### config.mk
export PLATFORM = sky130hd
export DESIGN_NAME = delay_path_sequencer
export DESIGN_NICKNAME = d
export VERILOG_FILES = /design/src/rtl/delay_path_sequencer.sv
export SDC_FILE = /design/constraint.sdc
export NUM_CORES = 1
export LEC_CHECK = 0
export BUFFER_PORTS_ARGS = -buffer_cell sky130_fd_sc_hd__buf_2
export CAP_MARGIN = 20
export CORE_UTILIZATION = 55
export CTS_CLUSTER_DIAMETER = 30
export CTS_CLUSTER_SIZE = 30
export DETAILED_ROUTE_END_ITERATION = 10
export PLACE_DENSITY = 0.79
export SLEW_MARGIN = 40
export SYNTH_ARGS = -nofsm -noshare
export SYNTH_HDL_FRONTEND = slang
export SYNTH_SLANG_ARGS = --single-unit
### constraint.sdc
create_clock -name clk -period 3.18 [get_ports clk]
set_input_delay 0.477 -clock clk [delete_from_list [all_inputs] [get_ports clk]]
set_output_delay 0.477 -clock clk [all_outputs]
set_load 0.01 [all_outputs]
### src/rtl/delay_path_sequencer.sv
// Launches transitions into a delay chain, times the synchronised return edge,
// and accumulates total/min/max latency over a programmable number of trials.
module delay_path_sequencer #(
  parameter int CNT_W       = 16,
  parameter int TRIAL_W     = 8,
  parameter int SYNC_STAGES = 2,
  parameter int TIMEOUT     = 1000
) (
  input  logic                     clk,
  input  logic                     rst_n,
  input  logic                     start,
  input  logic [TRIAL_W-1:0]       num_trials,
  output logic                     path_launch,
  input  logic                     path_result,
  output logic                     busy,
  output logic                     done,
  output logic                     timeout_err,
  output logic [TRIAL_W-1:0]       trial_count,
  output logic [CNT_W+TRIAL_W-1:0] total_cycles,
  output logic [CNT_W-1:0]         min_cycles,
  output logic [CNT_W-1:0]         max_cycles
);

  localparam int TOT_W = CNT_W + TRIAL_W;
  localparam logic [CNT_W-1:0] TMO = CNT_W'(TIMEOUT);

  typedef enum logic [2:0] {
    S_IDLE, S_SETTLE, S_LAUNCH, S_MEASURE, S_RECORD, S_DONE
  } state_t;

  state_t              state_q, state_d;
  logic [SYNC_STAGES-1:0] sync_q;
  logic                launch_q, launch_d;
  logic [CNT_W-1:0]    cnt_q, cnt_d;
  logic [TRIAL_W-1:0]  num_q, num_d;
  logic [TRIAL_W-1:0]  trial_q, trial_d;
  logic [TOT_W-1:0]    total_q, total_d;
  logic [CNT_W-1:0]    min_q, min_d;
  logic [CNT_W-1:0]    max_q, max_d;
  logic                tmo_q, tmo_d;
  logic                sync_res;
  logic                match;
  logic [TRIAL_W-1:0]  trial_inc;

  always_ff @(posedge clk or negedge rst_n) begin
    if (!rst_n) sync_q <= '0;
    else        sync_q <= {sync_q[SYNC_STAGES-2:0], path_result};
  end

  assign sync_res  = sync_q[SYNC_STAGES-1];
  assign match     = (sync_res == launch_q);
  assign trial_inc = trial_q + 1'b1;

  always_ff @(posedge clk or negedge rst_n) begin
    if (!rst_n) begin
      state_q  <= S_IDLE;
      launch_q <= 1'b0;
      cnt_q    <= '0;
      num_q    <= '0;
      trial_q  <= '0;
      total_q  <= '0;
      min_q    <= '0;
      max_q    <= '0;
      tmo_q    <= 1'b0;
    end else begin
      state_q  <= state_d;
      launch_q <= launch_d;
      cnt_q    <= cnt_d;
      num_q    <= num_d;
      trial_q  <= trial_d;
      total_q  <= total_d;
      min_q    <= min_d;
      max_q    <= max_d;
      tmo_q    <= tmo_d;
    end
  end

  // In MEASURE the counter freezes on match, so cnt_q holds the latency in RECORD.
  always_comb begin
    state_d  = state_q;
    launch_d = launch_q;
    cnt_d    = cnt_q;
    num_d    = num_q;
    trial_d  = trial_q;
    total_d  = total_q;
    min_d    = min_q;
    max_d    = max_q;
    tmo_d    = tmo_q;
    unique case (state_q)
      S_IDLE: begin
        if (start) begin
          num_d   = num_trials;
          trial_d = '0;
          total_d = '0;
          min_d   = '1;
          max_d   = '0;
          tmo_d   = 1'b0;
          cnt_d   = '0;
          state_d = (num_trials == '0) ? S_DONE : S_SETTLE;
        end
      end
      S_SETTLE: begin
        if (match) begin
          state_d = S_LAUNCH;
        end else if (cnt_q == TMO) begin
          tmo_d   = 1'b1;
          state_d = S_DONE;
        end else begin
          cnt_d = cnt_q + 1'b1;
        end
      end
      S_LAUNCH: begin
        launch_d = ~launch_q;
        cnt_d    = '0;
        state_d  = S_MEASURE;
      end
      S_MEASURE: begin
        if (match) begin
          state_d = S_RECORD;
        end else if (cnt_q == TMO) begin
          tmo_d   = 1'b1;
          state_d = S_DONE;
        end else begin
          cnt_d = cnt_q + 1'b1;
        end
      end
      S_RECORD: begin
        total_d = total_q + TOT_W'(cnt_q);
        if (cnt_q < min_q) min_d = cnt_q;
        if (cnt_q > max_q) max_d = cnt_q;
        trial_d = trial_inc;
        state_d = (trial_inc == num_q) ? S_DONE : S_LAUNCH;
      end
      S_DONE: begin
        state_d = S_IDLE;
      end
      default: state_d = S_IDLE;
    endcase
  end

  assign path_launch  = launch_q;
  assign busy         = (state_q != S_IDLE);
  assign done         = (state_q == S_DONE);
  assign timeout_err  = tmo_q;
  assign trial_count  = trial_q;
  assign total_cycles = total_q;
  assign min_cycles   = min_q;
  assign max_cycles   = max_q;

endmodule

# After elaboration in Yosys (flattened, before gate mapping)
# Cells that the tools add are included.
# Widths: inputs -> output; s select.
[word_totals] ff_bits=95 latch_bits=0 ramBits=0 rom_bits=0 wordCells=67 n_memories=0
[classes] add_sub_neg=3 multipliers=0 div=0 magnitude_cmp=2 eq_ne=14 n_shift=0 muxes=24 bitwise=1 n_reduce_logical=13
[ops] op="$mux 16" count=6
[ops] op="$pmux 16 s2" count=2
[ops] op="$pmux 16 s3" count=1
[ops] op="$pmux 24 s2" count=1
[ops] op="$add 24x16->24" count=1
[ops] op="$mux 24" count=1
[ops] op="$mux 3" count=6
[ops] op="$add 16x1->16 const B" count=1
[ops] op="$eq 16x10->1 const B" count=1
[ops] op="$gt 16x16->1" count=1
[ops] op="$lt 16x16->1" count=1
[ops] op="$pmux 8 s2" count=1
[ops] op="$pmux 3 s5" count=1
[ops] op="$ne 2x2->1 const B" count=5
[ops] op="$add 8x1->8 const B" count=1
[ops] op="$eq 8x8->1" count=1
[ops] op="$logic_not 8->1" count=1
[ops] op="$mux 8" count=1
[ops] op="$reduce_and 4->1" count=2
[ops] op="$eq 3x2->1 const B" count=2
[ops] op="$eq 3x3->1 const B" count=2
[ops] op="$reduce_and 3->1" count=2
[ops] op="$reduce_bool 3->1" count=2
[ops] op="$reduce_and 2->1" count=2
[ops] op="other kinds (9)" count=12

# Longest topological paths before layout
# Gate-level depths: netlist of run 1.
[depth] ltp_word=4 ltp_mapped=10 ltp_nobuf=8

# Least setup slack after synthesis of run 1
# Ideal clock, no wire load.
[synth_timing] path_type="register -> register" startpoint="register cnt_q[9]" endpoint="register min_q[10] (netlist: min_cycles[10])" arrival_ns=2.136 slack_ns=0.916 stages_incl_launch_ff=9 period_less_slack_ns=2.264 cell_sequence="dfrtp_1 -> ha_1 -> a21o_1 -> a21o_1 -> a21oi_1 -> o211ai_1 -> a211oi_4 -> buf_6 -> mux2_1"
[synth_between] elab_chain_cells=3
[synth_lines] element="start: declaration" line_no="34" source="logic [CNT_W-1:0] cnt_q, cnt_d;"
[synth_lines] element="start signal: assignment" line_no="68" source="cnt_q <= cnt_d;"
[synth_lines] element="$lt 16x16->1" line_no="129" source="if (cnt_q < min_q) min_d = cnt_q;"
[synth_lines] element="$ne 2x2->1 (no line)"
[synth_lines] element="$reduce_and 3->1 (no line)"
[synth_lines] element="end signal: assignment" line_no="72" source="min_q <= min_d;"
[synth_lines] element="end: declaration" line_no="38" source="logic [CNT_W-1:0] min_q, min_d;"
# Every way passes these cells.
# A chain may end at the register's enable or synchronous reset.

# Worst setup path in the final report of run 1
[layout_timing] startpoint="register cnt_q[0]" endpoint="register total_q[14] (netlist: total_cycles[14])"
[layout_between] elab_chain_cells=2
[layout_lines] element="$add 24x16->24" line_no="128" source="total_d = total_q + TOT_W'(cnt_q);"
[layout_lines] element="$pmux 24 s2" line_no="89" source="unique case (state_q)"
[layout_lines] element="end signal: assignment" line_no="71" source="total_q <= total_d;"
[layout_lines] element="end: declaration" line_no="37" source="logic [TOT_W-1:0] total_q, total_d;"
# Every way passes these cells.

==> results of run 1 <==
layout by cell type, fill, tap and decap left out, drive strengths merged, types with 13 or more instances in the layout:
cell type	synthesis	routed
xnor2	19	19
mux2i	30	30
ha	50	50
inv	40	43
a21o	18	18
dfrtp	95	95
xor2	13	13
buf	6	89
nor2	28	28
o21ai	40	40
a21oi	25	25
nand2	90	90
mux2	23	23
nand3	32	32
per-layer routing:
layer	track usage, %	up-vias	share of wire [%]
li1	-	2369	-
met1	34.2	2413	43
met2	46.0	149	49
met3	3.31	29	4.8
met4	12.1	0	2.9
met5	0	-	0
state kept, by name, summed over array words and instances (netlist names):
name	cells
cnt_q	16
max_cycles	16
min_cycles	16
num_q	8
path_launch	1
state_q	3
sync_q	2
timeout_err	1
total_cycles	24
trial_count	8
worst max path at each step:
stage	endpoint	slack, ns	depth (start not counted)	start
floorplan	min_cycles[10]$_DFFE_PN0P_	0.92	8	cnt_q[9]$_DFFE_PN0P_
global placement	cnt_q[10]$_DFFE_PN0P_	0.71	8	cnt_q[0]$_DFFE_PN0P_
detailed placement	total_cycles[14]$_DFFE_PN0P_	0.69	8	cnt_q[0]$_DFFE_PN0P_
CTS	total_cycles[14]$_DFFE_PN0P_	0.64	8	cnt_q[0]$_DFFE_PN0P_
global route	total_cycles[20]$_DFFE_PN0P_	0.46	7	cnt_q[2]$_DFFE_PN0P_
finish	total_cycles[14]$_DFFE_PN0P_	0.64	8	cnt_q[0]$_DFFE_PN0P_
per-stage QoR:
step	power (uW)	cells	instance area [um^2]	setup WS [ns]	hold WS (ns)
after CTS	4320	843	6690	0.641	0.124
after global routing	4580	843	6690	0.465	0.150
after detailed placement	3550	827	6520	0.690	0.339
after global placement	3460	827	6510	0.708	0.333
final	4300	843	6690	0.641	0.107
after floorplan	2990	624	5950	0.916	0.181
area by class of cell:
class / instances / area (um^2) / area share (%)
Tap cell: 136 / 170 / 2.54
Inverter: 40 / 150 / 2.24
Multi-Input combinational cell: 467 / 3320 / 49.6
Clock buffer: 9 / 124 / 1.85
Clock inverter: 7 / 55.1 / 0.822
Timing Repair Buffer: 89 / 498 / 7.44
Sequential cell: 95 / 2380 / 35.5
kinds of logic after synthesis:
family          after synthesis  synth area share (%)
flops                        95                  40.0
buf+inv                      62                  4.31
mux                          53                  9.41
compound gates              124                  14.0
fa+ha+maj                    51                  10.9
xor+xnor                     32                  4.71
simple gates                207                  16.8
worst register-to-register path: stages, from the launching register on:
cell and delay (ns):
dfrtp_1 0.47, ha_1 0.24, fa_1 0.43, a211oi_1 0.37
o21ba_2 0.22, o31ai_1 0.11, a22oi_1 0.26, mux2i_1 0.22
nand3_1 0.10
cells in the mapped netlist, types with 6 or more instances:
cell type   n  area (um^2)
nor4_1      7         43.8
clkbuf_1   16         60.1
nor3_1      7         35.0
a21o_1     18          135
dfrtp_1    95         2380
ha_1       50          626
mux2_2     15          169
xnor2_1    19          166
o21ai_0    34          170
mux2_1      8         90.1
nand2_1    90          338
nand4_1    11         68.8
a21oi_1    25          125
xor2_1     13          114
nand3_1    32          160
and3_1      9         56.3
o21ai_1     6         30.0
nor2_1     28          105
inv_1      39          146
mux2i_1    30          300
where the power goes:
part	total (uW)	internal (uW)	switching, uW
registers	1760	1460	306
clock network	761	293	468
logic	1770	764	1010
total	4300	2520	1780
==> metrics.txt, run 1 <==
Die Ht 106 um; vias 4,960; Area Overhead vs Synth 12.6%; layout cell share with drive strength beyond 1 18.8%; status finished clean; post-synthesis async set-or-reset flop share 100%; Max Clk Rate 394 MHz; Core Region 10,400 um^2; crit start category flop; TritonCTS clock tree yes; Crit Path Class reg -> reg; reg2reg path depth 8; Iteration-0 DRC Markers 288; Rel. slew slack 49.6%; # rows 37; Post-synth top flop dfrtp_1; die area 11,200 um^2; FF-to-FF Start cnt_q[0]$_DFFE_PN0P_; vias in the first global route 4,915; Setup Fix Bufs, Post-CTS 0; post-route setup TNS 0 ns; CP max stage delay 0.47 ns; post-cts gate resize count 0; aggregate global routing overflow 0; first-pass GRT wire length 23.7 mm; Worst Path Buf+Inv 0; clock buffer depth 2; DR pass1 iterations 4; total of max-cap violations 0; Port Buf Inserts 79; Final ANT Viol Nets 0; Crit. End Element flop; RSZ-0062 raised after global routing false; Slew Viols, Final 0; Netlist cell types 61; Util after Layout 64.3%; Vias/cell 5.88; DP Wirelength 10.4 mm; antenna violations before repair 0; Root Buffer clkbuf_8; Avg Cell Area, Syn 9.53 um^2; synthesized net count 687; worst clock skew 0.0121 ns; reg-to-reg slack, setup 0.64 ns; cell family contributing the most delay on the critical path compound AO/OA/AOI/OAI gates; Final Wtd Congestion 0.875; WL/cell 17.1 um; shortest period the worst path allows 2.54 ns; CP max FO 8; Top Ports 80; largest net degree at the start of global routing 50; R2R Path End total_cycles[14]$_DFFE_PN0P_; Die Width 106 um; gate count of the mapped netlist 624; Pwr Density 642 nW/um^2; Final Hold Vio Count 0; crit path DAT 2.79 ns; initial core utilization 57.1%; Final nets 765; Max VDD drop 0.340 mV; WL final 14.4 mm; fill count 878; Critical Path RT 3.43 ns; CP max-delay cell dfrtp_1; mapped cell area 5950 um^2; Ant. Diodes 0; worst skew pair latency 0.38 ns; Pleak 0.00331 uW; Final Setup Violations 0; sequential share of the synthesized area 40.0%; final period utilization 79.9%; Slew @ Worst Pin 0.751 ns; crit path cell chain ha_1 > fa_1 > a211oi_1 > o21ba_2 > o31ai_1 > a22oi_1 > mux2i_1 > nand3_1; EDFF count, synth 0; Yosys warning total 0; number of remaining DRC errors 0; total global-route track usage 26.9%; clock sinks 95; Worst Hold Class in -> async; Yosys reg bits 95; Clock H-tree levels 3; clock transition at the registers of the reported paths 0.10 ns; CTS Buf Count 9; Hold-fix buffers, CTS 0
Power figures use the tool's default switching activity.
==> run 2, diff against run 1 <==
--- a/config.mk
+++ b/config.mk
@@ -7,7 +7,7 @@
 export LEC_CHECK = 0
 export BUFFER_PORTS_ARGS = -buffer_cell sky130_fd_sc_hd__buf_2
 export CAP_MARGIN = 20
-export CORE_UTILIZATION = 55
+export CORE_UTILIZATION = 53
 export CTS_CLUSTER_DIAMETER = 30
 export CTS_CLUSTER_SIZE = 30
 export DETAILED_ROUTE_END_ITERATION = 10
==> constraint.sdc (replaced) <==
create_clock -name clk -period 2.25 [get_ports clk]
set_input_delay 0.3375 -clock clk [delete_from_list [all_inputs] [get_ports clk]]
set_output_delay 0.3375 -clock clk [all_outputs]
set_load 0.01 [all_outputs]
==> run 2 against run 1 <==
  * The run now ends with setup timing left
  * Sequential power rose by 37%
  * Global-route usage up 2.2 points
  * Cell count increased by 8.7%
  * Register-to-register slack worse by 0.79 ns
  * Largest cell class unchanged
  * Largest power group unchanged
  * Highest routed layer unchanged
==> metrics.txt, run 2 (synthesis gave the netlist of run 1 again) <==
status finished, violations left; failing checks setup timing; Slew @ Worst Pin 0.803 ns (+0.0516 ns); Final Wtd Congestion 0.927 (+5.9%); Root Buffer clkbuf_8; Area Overhead vs Synth 29.6%; Final ANT Viol Nets 0 (unchanged); Final Setup Violations 28 (+28); first-pass GRT wire length 26.0 mm (+9.7%); DP Wirelength 11.3 mm (+7.7%); die area 11,600 um^2 (+3.7%); layout cell share with drive strength beyond 1 33.6% (+15 points); Die Width 108 um (+1.8%); most frequent cells in the layout nand2_1, dfrtp_1, buf_2; worst setup path startpoint cnt_q[1]$_DFFE_PN0P_; WL final 17.3 mm (+20%); # rows 38 (+2.7%); antenna violations before repair 0 (unchanged); met2 Use GR 50.8% (+4.7 points); number of remaining DRC errors 0 (unchanged); Iteration-0 DRC Markers 357 (+24%); Ant. Diodes 0 (unchanged); crit path DAT 2.71 ns (-0.08 ns); CP max-delay cell dfrtp_2; crit start category flop; Worst Hold Class in -> reg; shortest period the worst path allows 2.40 ns (-0.138 ns); CP max FO 7 (-1); Util after Layout 70.8% (+6.5 points); initial core utilization 54.6% (-2.5 points); Final Hold Vio Count 0 (unchanged); M3 GR Usage 6.23% (+2.9 points); Clock H-tree levels 3 (unchanged); clock buffer depth 2 (unchanged); setup slack at placement -0.0970 ns (-0.787 ns); Port Buf Inserts 79 (unchanged); Pwr Density 920 nW/um^2 (+43%); vias in the first global route 5,469 (+11%); max reg flops 24 (unchanged); CTS Buf Count 9 (unchanged); RSZ-0062 raised after global routing true; Die Ht 108 um (+1.8%); WL/cell 18.9 um (+11%); Slew Viols, Final 0 (unchanged); clock transition at the registers of the reported paths 0.10 ns (about the same); worst clock skew 0.0188 ns (+0.00672 ns); Most Crowded Layer GR met2; largest net degree at the start of global routing 46 (-8.0%); Pleak 0.00377 uW (+14%); fill count 776 (-12%); Vias/cell 6.01 (+2.1%); most common cell after layout, fill and taps aside nand2_1; FF-to-FF Start cnt_q[1]$_DFFE_PN0P_; Rel. slew slack 46.1% (-3.5 points); Final nets 834 (+9.0%); Crit. End Element flop; Top Ports 80 (unchanged); total global-route track usage 29.1% (+2.2 points); GRT met1 Usage 34.1% (-0.14 points); clock sinks 95 (unchanged); total of max-cap violations 0 (unchanged); vias 5,505 (+11%); CP max stage delay 0.48 ns (about the same); Max VDD drop 0.548 mV (+61%); worst setup margin -0.151 ns (-0.792 ns); hold_sp path_result; crit path cell chain buf_4 > ha_1 > nor2b_1 > o21bai_1 > a31o_2 > a21oi_1 > o31a_1 > buf_6 > buf_12 > mux2i_2; DR pass1 iterations 5 (+1); worst skew pair latency 0.40 ns (+0.02 ns); Core Region 10,900 um^2 (+4.5%); final period utilization 107% (+27 points); Max Clk Rate 416 MHz (+5.8%); TritonCTS clock tree yes; Critical Path RT 2.56 ns (-0.87 ns); aggregate global routing overflow 0 (unchanged); Crit Path Class reg -> reg
==> run 2: worst paths after layout <==
| path | cells after the start | slack [ns] | endpoint |
|---|---|---|---|
| worst min-delay path | 1 | 0.05 | sync_q[0]$_DFF_PN0_ |
| worst max register to register | 10 | -0.15 | max_cycles[3]$_DFFE_PN0P_ |
| min in group asynchronous | 2 | 0.38 | max_cycles[15]$_DFFE_PN0P_ |
| worst min register to register | 0 | 0.36 | sync_q[1]$_DFF_PN0_ |
| max in group asynchronous | 3 | 1.15 | cnt_q[9]$_DFFE_PN0P_ |
| worst max-delay path | 10 | -0.15 | max_cycles[3]$_DFFE_PN0P_ |
==> run 2: final cells by class <==
class / instances / area [um^2] / area share (%)
inverter: 40 / 150 / 1.95
clock buffer: 11 / 141 / 1.84
clock inverter: 5 / 58.8 / 0.763
timing repair buffer: 157 / 1080 / 14.1
sequential: 95 / 2390 / 31.0
tap: 140 / 175 / 2.27
multi-input combinational: 468 / 3700 / 48.1
==> run 2: per-layer routing <==
metal	wire, um	vias up
met5	0	-
met2	8890	242
li1	-	2504
met1	6610	2692
met4	679	0
met3	1130	67
==> run 2: critical path: cells and delay by family, from the launching register on <==
family / cells / cell delay, ns
fa+ha+maj: 1 / 0.28
flops: 1 / 0.48
buf+inv: 3 / 0.45
simple gates: 1 / 0.16
compound gates: 4 / 0.73
mux: 1 / 0.21
==> run 2: report_power, final <==
part | leakage, uW | total (uW) | internal [uW] | switching [uW]
Combinational | 0.00247 | 3480 | 1610 | 1870
Sequential | 0.00120 | 2420 | 2070 | 350
Clock | 0.0000955 | 1190 | 545 | 646
==> run 2: what timing repair did <==
action,in CTS,in global routing
hold buffers,1,0
buffers inserted,7,12
pin swaps,6,21
resized for setup,27,67
cloned,0,2
endpoints found under the setup margin,38,65
endpoints found under the hold margin,25,0
==> run 2: metrics by stage <==
stage,std cells,total power (uW),cell area (um^2),hold WS (ns),TNS [ns]
2_1_floorplan,624,4240,5970,0.0419,0
3_3_place_gp,878,5120,6890,0.269,0
3_5_place_dp,878,5270,6890,0.275,-1.07
4_1_cts,902,6620,7250,0.0428,-0.199
5_1_grt,916,7480,7700,0.0393,-4.81
6_report,916,7090,7700,0.0510,-1.99
==> run 3, diff against run 2 <==
--- a/config.mk
+++ b/config.mk
@@ -7,11 +7,12 @@
 export LEC_CHECK = 0
 export BUFFER_PORTS_ARGS = -buffer_cell sky130_fd_sc_hd__buf_2
 export CAP_MARGIN = 20
+export CORE_MARGIN = 5
 export CORE_UTILIZATION = 53
 export CTS_CLUSTER_DIAMETER = 30
 export CTS_CLUSTER_SIZE = 30
 export DETAILED_ROUTE_END_ITERATION = 10
-export PLACE_DENSITY = 0.79
+export PLACE_DENSITY = 0.88
 export SLEW_MARGIN = 40
 export SYNTH_ARGS = -nofsm -noshare
 export SYNTH_HDL_FRONTEND = slang
==> run 3 against run 2 <==
  * The flow finishes with violations (hold timing, setup timing)
  * Global-route usage down 2.8 points
  * Combinational power up 7.5%
  * Sequential share of layout area down 0.81 points
  * Non-clock buffer count unchanged
  * Worst hold slack worse by 0.056 ns
  * Sequential power about the same
  * Via count up 6.6%
  * Power up 13%
  * Clock power up 51%
  * Largest power group unchanged
==> metrics.txt, run 3 (synthesis gave the netlist of run 1 again) <==
failing checks hold timing, setup timing; WL final 19.6 mm (+13%); Port Buf Inserts 79 (unchanged); Final ANT Viol Nets 0 (unchanged); Top Ports 80 (unchanged); status finished, violations left; Final Hold Vio Count 10 (+10); Max Clk Rate 415 MHz (-0.46%); CP max FO 7 (unchanged); Final nets 834 (unchanged); Hold-fix buffers, CTS 0 (-1); Util after Layout 72.4% (+1.6 points); P_sw 3060 uW (+6.8%); Max VDD drop 0.648 mV (+18%); total of max-cap violations 0 (unchanged); Root Buffer clkbuf_16; fill count 730 (-5.9%); clock power share 22.6% (+5.8 points); clock sinks 95 (unchanged); RSZ-0062 raised after global routing true; Final Setup Violations 47 (+68%); Pleak 0.00388 uW (+2.8%); Critical Path RT 2.49 ns (-0.07 ns); most common cell after layout, fill and taps aside nand2_1; final cell count without fillers 915 (-0.11%); Die Ht 116 um (+7.4%); vias 5,871 (+6.6%); Sw Ratio 38.4% (-2.1 points); Slew Viols, Final 0 (unchanged); aggregate global routing overflow 0 (unchanged); Crit Path Class reg -> reg; worst setup path startpoint cnt_q[8]$_DFFE_PN0P_; Ant. Diodes 0 (unchanged); Slew @ Worst Pin 0.939 ns (+0.136 ns); Worst Hold Class in -> async; Iteration-0 DRC Markers 777 (+120%); crit start category flop; Area Overhead vs Synth 33.1%; worst setup margin -0.162 ns (-0.0111 ns); worst skew pair latency 0.36 ns (-0.04 ns); total global-route track usage 26.3% (-2.8 points); P_int 4920 uW (+17%); Crit. End Element flop; WHS -0.00489 ns (-0.0558 ns); vias in the first global route 5,917 (+8.2%); TritonCTS clock tree yes; Core Region 10,900 um^2 (+0.44%); most frequent cells in the layout nand2_1, dfrtp_1, buf_2; final period utilization 107% (+0.50 points); Rel. slew slack 37.0% (-9.1 points); design area 7920 um^2 (+2.7%); Clock H-tree levels 3 (unchanged); Flop pwr share 30.6% (-3.5 points); largest net degree at the start of global routing 48 (+4.3%); max reg flops 24 (unchanged); Placed Area 6840 um^2 (-0.73%); antenna violations before repair 0 (unchanged); placed cell count 873 (-0.57%); CTS Buf Count 9 (unchanged); crit path DAT 2.65 ns (-0.06 ns); post-route setup TNS -2.10 ns (-0.115 ns); number of remaining DRC errors 0 (unchanged); DR pass1 iterations 5 (unchanged); Final Wtd Congestion 0.949 (+2.4%); Vias/cell 6.42 (+6.8%); Overall Power 7980 uW (+13%); clock transition at the registers of the reported paths 0.07 ns (-0.03 ns); first-pass GRT wire length 28.1 mm (+8.1%); FF-to-FF Start cnt_q[8]$_DFFE_PN0P_; worst clock skew 0.00691 ns (-0.0119 ns); Comb power frac 46.8% (-2.3 points); die area 13,400 um^2 (+15%); # rows 38 (unchanged); Pwr Density 1010 nW/um^2 (+9.6%); layout cell share with drive strength beyond 1 34.7% (+1.1 points); Die Width 116 um (+7.4%); shortest period the worst path allows 2.41 ns (+0.0111 ns); WL/cell 21.4 um (+13%); clock buffer depth 2 (unchanged); DP Wirelength 11.8 mm (+4.9%); initial core utilization 54.4% (-0.24 points)
## run 3: routing by layer
layer  vias up  wire length (um)  global-route usage [%]  share of wire, %
met3       122              1490                    5.38               7.6
met4         0              1070                    11.8               5.5
met2       361              9950                    47.3                51
li1       2513                 -                       -                 -
met5         -                 0                       0                 0
met1      2875              7060                    30.0                36
## run 3: critical path, stage by stage (launching register included)
cell,delay [ns]
dfrtp_2,0.43
buf_4,0.16
buf_4,0.16
nand3_4,0.13
nor4_4,0.06
buf_6,0.14
o41a_4,0.60
nor4b_2,0.37
xnor2_1,0.17
nor2_1,0.07
## run 3: cell type report
cell class,instances,area (um^2),area share [%]
clock buffers,12,256,3.24
clock inverters,3,90.1,1.14
inverters,40,153,1.93
multi-input cells,468,3780,47.7
flip-flops and latches,95,2390,30.2
well taps,140,175,2.21
repair buffers,157,1070,13.6
## run 3: timing repair
item                                    in CTS  in global routing
hold endpoints to repair                     0                  0
endpoints found under the setup margin      53                 65
setup buffers                               12                 13
gates resized for setup                     28                 84
pin swaps                                    8                 37
gates cloned                                 1                  2
## run 3: final timing paths
| path | end | slack (ns) | cells past startpoint |
|---|---|---|---|
| worst max-delay path | cnt_q[12]$_DFFE_PN0P_ | -0.16 | 9 |
| worst min-delay path | max_cycles[6]$_DFFE_PN0P_ | -0.005 | 1 |
| worst max register to register | cnt_q[12]$_DFFE_PN0P_ | -0.16 | 9 |
| worst min register to register | sync_q[1]$_DFF_PN0_ | 0.35 | 0 |
| max in group asynchronous | total_cycles[20]$_DFFE_PN0P_ | 1.51 | 2 |
| min in group clk | sync_q[0]$_DFF_PN0_ | 0.08 | 1 |
## run 3: power groups by stage
| stage | clock, uW | sequential, uW | combinational (uW) |
|---|---|---|---|
| final | 1800 | 2450 | 3740 |
| after global routing | 1880 | 2480 | 4010 |
| after CTS | 1800 | 2390 | 3050 |
| after detailed placement | 0 | 2420 | 2840 |
| after global placement | 0 | 2400 | 2700 |
| after floorplan | 0 | 2470 | 1770 |
## run 3: through the flow
step                worst slack, ns  hold slack [ns]
CTS                        -0.00855           0.0190
global placement            -0.0211            0.334
finish                       -0.162         -0.00489
detailed placement           -0.117            0.343
global route                 -0.209           0.0421
floorplan                   0.00130           0.0419
